## src/rtl/branch_predictor_if.sv

```systemverilog
// Fetch-side predictor bus: IF lookup, MEM resolution feedback and the mispredict counter.
interface branch_predictor_if #(
    parameter int unsigned CNT_W = 16
);
    logic [31:0]      lookup_pc;
    logic             pred_taken;
    logic [31:0]      pred_offset;
    logic             upd_valid;
    logic [31:0]      upd_pc;
    logic             upd_taken;
    logic [31:0]      upd_offset;
    logic             upd_mispredict;
    logic [CNT_W-1:0] mispredict_cnt;

    modport master (
        output lookup_pc, upd_valid, upd_pc, upd_taken, upd_offset, upd_mispredict,
        input  pred_taken, pred_offset, mispredict_cnt
    );

    modport slave (
        input  lookup_pc, upd_valid, upd_pc, upd_taken, upd_offset, upd_mispredict,
        output pred_taken, pred_offset, mispredict_cnt
    );
endinterface

```

## src/rtl/branch_predictor.sv

```systemverilog
// Direct-mapped direction/target predictor: 2-bit saturating counters plus PC-relative offsets,
// combinational lookup from registered state, single-entry training per cycle.
module branch_predictor #(
    parameter int unsigned INDEX_W = 6,
    parameter int unsigned TAG_W   = 8,
    parameter int unsigned CNT_W   = 16
) (
    input logic               clk,
    input logic               rst,
    branch_predictor_if.slave bp
);
    localparam int unsigned ENTRIES = 1 << INDEX_W;
    localparam int unsigned TAG_LO  = INDEX_W + 2;
    localparam int unsigned TAG_HI  = INDEX_W + TAG_W + 1;

    logic [ENTRIES-1:0]            valid_q, valid_d;
    logic [ENTRIES-1:0][1:0]       ctr_q, ctr_d;
    logic [ENTRIES-1:0][TAG_W-1:0] tag_q, tag_d;
    logic [ENTRIES-1:0][31:0]      off_q, off_d;
    logic [CNT_W-1:0]              cnt_q, cnt_d;

    logic [INDEX_W-1:0] lk_idx, up_idx;
    logic [TAG_W-1:0]   lk_tag, up_tag;
    logic               lk_hit, up_hit, upd_en;

    assign lk_idx = bp.lookup_pc[TAG_LO-1:2];
    assign lk_tag = bp.lookup_pc[TAG_HI:TAG_LO];
    assign up_idx = bp.upd_pc[TAG_LO-1:2];
    assign up_tag = bp.upd_pc[TAG_HI:TAG_LO];

    // Address bits outside index/tag do not participate in prediction.
    logic unused_pc_bits;
    assign unused_pc_bits = ^{bp.lookup_pc[31:TAG_HI+1], bp.lookup_pc[1:0],
                              bp.upd_pc[31:TAG_HI+1], bp.upd_pc[1:0]};

    // Lookup sees pre-update state; reset forces a not-taken prediction.
    assign lk_hit            = valid_q[lk_idx] && (tag_q[lk_idx] == lk_tag);
    assign bp.pred_taken     = lk_hit && ctr_q[lk_idx][1] && !rst;
    assign bp.pred_offset    = bp.pred_taken ? off_q[lk_idx] : 32'd0;
    assign bp.mispredict_cnt = cnt_q;

    assign upd_en = bp.upd_valid && !rst;
    assign up_hit = valid_q[up_idx] && (tag_q[up_idx] == up_tag);

    // Training: hit adjusts counter, taken miss/alias (re)allocates weakly taken.
    always_comb begin
        valid_d = valid_q;
        ctr_d   = ctr_q;
        tag_d   = tag_q;
        off_d   = off_q;
        cnt_d   = cnt_q;
        if (upd_en) begin
            if (up_hit) begin
                if (bp.upd_taken) begin
                    if (ctr_q[up_idx] != 2'b11) begin
                        ctr_d[up_idx] = ctr_q[up_idx] + 2'b01;
                    end
                    off_d[up_idx] = bp.upd_offset;
                end else if (ctr_q[up_idx] != 2'b00) begin
                    ctr_d[up_idx] = ctr_q[up_idx] - 2'b01;
                end
            end else if (bp.upd_taken) begin
                valid_d[up_idx] = 1'b1;
                tag_d[up_idx]   = up_tag;
                ctr_d[up_idx]   = 2'b10;
                off_d[up_idx]   = bp.upd_offset;
            end
            if (bp.upd_mispredict && (cnt_q != {CNT_W{1'b1}})) begin
                cnt_d = cnt_q + CNT_W'(1);
            end
        end
    end

    always_ff @(posedge clk) begin
        if (rst) begin
            valid_q <= '0;
            ctr_q   <= {ENTRIES{2'b01}};
            cnt_q   <= '0;
        end else begin
            valid_q <= valid_d;
            ctr_q   <= ctr_d;
            cnt_q   <= cnt_d;
        end
    end

    // Tags and offsets are qualified by valid, so they carry no reset.
    always_ff @(posedge clk) begin
        tag_q <= tag_d;
        off_q <= off_d;
    end
endmodule

```

## src/flat_wrapper.sv

```systemverilog
// flat-port wrapper written by rule: the top's interface ports become plain ports
module branch_predictor_flat 
#(
    parameter int unsigned INDEX_W = 6,
    parameter int unsigned TAG_W   = 8,
    parameter int unsigned CNT_W   = 16
)
  (clk, rst, bp_lookup_pc, bp_upd_valid, bp_upd_pc, bp_upd_taken, bp_upd_offset, bp_upd_mispredict, bp_pred_taken, bp_pred_offset, bp_mispredict_cnt);
  branch_predictor_if #(.CNT_W(CNT_W)) bp_i ();
  input logic clk;
  input logic rst;
  input wire logic [$bits(bp_i.lookup_pc)-1:0] bp_lookup_pc;
  input wire logic [$bits(bp_i.upd_valid)-1:0] bp_upd_valid;
  input wire logic [$bits(bp_i.upd_pc)-1:0] bp_upd_pc;
  input wire logic [$bits(bp_i.upd_taken)-1:0] bp_upd_taken;
  input wire logic [$bits(bp_i.upd_offset)-1:0] bp_upd_offset;
  input wire logic [$bits(bp_i.upd_mispredict)-1:0] bp_upd_mispredict;
  output wire logic [$bits(bp_i.pred_taken)-1:0] bp_pred_taken;
  output wire logic [$bits(bp_i.pred_offset)-1:0] bp_pred_offset;
  output wire logic [$bits(bp_i.mispredict_cnt)-1:0] bp_mispredict_cnt;
  assign bp_i.lookup_pc = bp_lookup_pc;
  assign bp_i.upd_valid = bp_upd_valid;
  assign bp_i.upd_pc = bp_upd_pc;
  assign bp_i.upd_taken = bp_upd_taken;
  assign bp_i.upd_offset = bp_upd_offset;
  assign bp_i.upd_mispredict = bp_upd_mispredict;
  assign bp_pred_taken = bp_i.pred_taken;
  assign bp_pred_offset = bp_i.pred_offset;
  assign bp_mispredict_cnt = bp_i.mispredict_cnt;
  branch_predictor #(.INDEX_W(INDEX_W), .TAG_W(TAG_W), .CNT_W(CNT_W)) u_core (.clk(clk), .rst(rst), .bp(bp_i));
endmodule
```

## config.mk

```make
export PLATFORM = sky130hd
export DESIGN_NAME = branch_predictor_flat
export DESIGN_NICKNAME = d
export VERILOG_FILES = /design/src/rtl/branch_predictor_if.sv /design/src/rtl/branch_predictor.sv /design/src/flat_wrapper.sv
export SDC_FILE = /design/constraint.sdc
export NUM_CORES = 2
export LEC_CHECK = 0
export ABC_AREA = 0
export CAP_MARGIN = 20
export CORE_MARGIN = 3
export CORE_UTILIZATION = 63
export DETAILED_ROUTE_END_ITERATION = 12
export PLACE_DENSITY_LB_ADDON = 0.25
export SYNTH_ARGS = -nofsm -noshare
export SYNTH_HDL_FRONTEND = slang
export SYNTH_SLANG_ARGS = --single-unit
```

## constraint.sdc

```tcl
create_clock -name clk -period 6.2 [get_ports clk]
set_input_delay 1.24 -clock clk [delete_from_list [all_inputs] [get_ports clk]]
set_output_delay 1.24 -clock clk [all_outputs]
set_load 0.01 [all_outputs]
```

==> results.md <==
* Outcome: finished, final reports clean
* Synth Area in Compound Gates at 0.0377
* Largest net degree at the start of global routing at 210
* CTS tree: done
* Simple-Gate Fraction of Synth Area at 0.0281
* Post-Synth XOR/XNOR Area at 0.00193
* Final setup margin at 5.20 ps
* Chip width at 430 µm
* PwrDens at 303 nW/µm²
* H-tree Lvls at 5
* CP endpoint kind: output pin
* Final Critical Period at 6190 ps
* WP buf/inv at 7
* Final number of max-transition violations at 0
* Die Area at 185000 µm²
* Critical path class: in -> out
* CP Launch Type: input port
* Clock Path Buffers at 4
* Clock latency on the worst-skew pair at 950 ps
* Initial DRC Count at 11300
* CP max-delay cell: mux4_2
* Row count at 155
* Initial Utilization at 0.634
* CTS root buf: clkbuf_16
* Arr. time, crit path at 4950 ps
* Num CTS Buffers at 291
* Post-synthesis sequential area ratio at 0.715
* Yosys top cell area share at 0.678
* Nets at 6220
* Synthesized Nets at 5729
* Fillers at 9678
* RSZ-0062 raised after global routing: yes
* Grt total ovfl at 0
* Total of max-cap violations at 0
* Max-slew headroom at 0.0750
* Setup violators final at 0
* First-pass GRT wire length at 503000 µm
* Post-route DRC at 0
* Synth unique cells at 73
* Largest family of logic cells by synthesized area: multiplexers
* Top Layer Used: met5
* Worst-Margin Slew at 1390 ps
* Top Ports at 150
* Layout cells sized above 1 at 0.320
* Met3 WL at 48500 µm
* Multi-input gate area at 30900 µm²
* Area grow syn2layout at 15.4%
* Initial antenna violation count at 10
* Routability congestion estimate from global placement at 0.936
* Post-CTS Hold Buffers at 0
* Pwr Total at 39.6 mW
* Clock Pin Slew Worst Setup and Hold Paths at 60 ps
* Met1 Wirelength at 117000 µm
* Yosys Warn Count at 0
* Final HPWL from detailed placement at 193000 µm
* CP Cell Sequence: buf_16 -> buf_12 -> mux4_2 -> mux4_2 -> mux4_2 -> xnor2_1 -> nand2_2 -> nor4_4 -> buf_4 -> nand4_1 -> buf_8 -> buf_12 -> a211oi_2 -> buf_4 -> clkdlybuf4s15_1
* Die Y-Extent at 430 µm
* ANT nets after route at 0
* CP Max Fanout at 17
* Wire length per cell at 41.5 µm
* Vias per inst at 7.61
* Clock sink total at 2768
* Pre-CTS setup slack at -900 ps
* FMAX at 0.161 GHz
* Post-synth EDFFs at 2560
* Placed cell areas at 121000 µm²
* Mean area per synthesized cell at 20.1 µm²
* Delay-heaviest family, CP: multiplexers
* #FFs+latches synth at 2768
* Leakage power at 41.6 nW
* Hold crit path type: reg -> reg
* Total track usage at 0.392
* WL met2 at 167000 µm
* Final Non-Filler Cells at 8676
* Synthesized cell area at 113000 µm²
* Reg area at 81000 µm²
* WP data required at 4960 ps
* Synth Flop Type: edfxtp_1
* Drt first pass iters at 8
* Core Area at 179000 µm²
* Fin area at 131000 µm²
* Post-Route WL at 360000 µm
* Placed insts at 8135
* I/O Buffers at 113
* Cell taking the most area after synthesis: edfxtp_1
* Post-synthesis adder-cell area fraction at 0.000331
* Final period util at 0.999
* Final Hold Fails at 0
* Most frequent CP cell: mux4_2
* CP max stage delay at 590 ps
* Detailed-route via count at 66000
* Ys async rst share at 0
* Largest cells by area after synthesis: edfxtp_1 68%, mux4_2 18%, dfxtp_1 3.7%
* Clock skew at 63.6 ps
* Post-Synthesis Cells at 5625
* Worst R2R Setup Slack at 1840 ps
* Max VDD drop at 339 µV
* Vias in the first global route at 66200
* Mux contribution to synthesized area at 0.198
cells by family after synthesis:
family	Yosys count
compound gates	516
xor+xnor	25
fa+ha+maj	3
buf+inv	474
flops	2768
mux	1106
simple gates	733
per-layer routing:
metal,vias up,global-route usage
met2,6163,0.590
met5,-,0
li1,24600,-
met4,12,0.247
met1,33900,0.517
met3,1392,0.106
metrics by stage:
step	utilization	setup TNS, ps	hold WS, ps
floorplan	-	0	447
global placement	0.676	-22490	463
detailed placement	0.676	-20240	468
CTS	0.729	-10.1	478
global route	0.732	-2400	500
finish	0.732	0	477
area by class of cell:
type	count	area share
Sequential cell	2768	0.620
Multi-Input combinational cell	2383	0.236
Clock buffer	339	0.0578
Timing Repair Buffer	594	0.0508
Tap cell	2355	0.0225
Clock inverter	153	0.0101
Inverter	78	0.00224
Antenna cell	6	0.000115
final timing paths:
| kind | startpoint | end | cells after the start |
|---|---|---|---|
| setup / recovery | bp_lookup_pc[2] | bp_pred_offset[28] | 15 |
| hold / removal | u_core.ctr_q[93] | u_core.ctr_q[93] | 2 |
| setup reg to reg | u_core.tag_q[88] | u_core.ctr_q[123] | 11 |
| hold reg to reg | u_core.ctr_q[93] | u_core.ctr_q[93] | 2 |
Yosys cell counts (64+ instances only):
cell type / count
edfxtp_1: 2560
mux4_2: 905
nor2_1: 381
clkbuf_1: 211
dfxtp_1: 208
mux2i_1: 173
nand2_1: 144
buf_2: 94
a211oi_1: 76
inv_1: 75
a31oi_1: 70
a22oi_1: 64
flip-flops by register name, indices dropped and copies added, names as in the netlist:
register                  count
u_core.off_q               2048
u_core.tag_q                512
u_core.ctr_q                128
u_core.valid_q               64
u_core.bp.mispredict_cnt     16
worst min-delay path: stages (launching register included):
cell and delay [ps]:
dfxtp_1 320, inv_1 50, a211oi_1 50
report_power, final:
| group | switching, mW | leakage [nW] | internal [mW] | total, mW |
|---|---|---|---|---|
| clock network | 7.23 | 4.33 | 9.61 | 16.8 |
| registers | 0.0175 | 24.7 | 20.4 | 20.4 |
| logic | 1.39 | 12.6 | 0.953 | 2.34 |
| total | 8.64 | 41.6 | 31.0 | 39.6 |
placed cells by master, fill, tap and decap left out, drive strengths merged, types with 15 or more instances in the layout:
| cell type | synthesis | routed |
|---|---|---|
| mux2i | 173 | 173 |
| clkinv | 0 | 107 |
| nor2 | 382 | 382 |
| dlygate4sd2 | 0 | 21 |
| bufinv | 0 | 22 |
| inv | 78 | 89 |
| o21ai | 44 | 44 |
| a21oi | 34 | 34 |
| clkbuf | 211 | 342 |
| a22oi | 64 | 64 |
| nor2b | 41 | 41 |
| xor2 | 15 | 15 |
| o22ai | 26 | 26 |
| a221oi | 62 | 62 |
| mux2 | 28 | 28 |
| mux4 | 905 | 905 |
| edfxtp | 2560 | 2560 |
| nor3 | 58 | 58 |
| nand4 | 17 | 17 |
| nand2 | 144 | 144 |
| nand3 | 49 | 49 |
| a32oi | 66 | 66 |
| clkdlybuf4s50 | 0 | 31 |
| a211oi | 76 | 76 |
| a31oi | 70 | 70 |
| buf | 185 | 529 |
| dfxtp | 208 | 208 |
timing repair:
| action | in CTS | in global routing |
|---|---|---|
| setup endpoints to repair | 33 | 26 |
| pin swaps | 6 | 4 |
| setup buffers | 15 | 0 |
| cloned | 8 | 1 |
| resized for setup | 115 | 18 |
No activity file was read; power rests on OpenSTA's default activity.
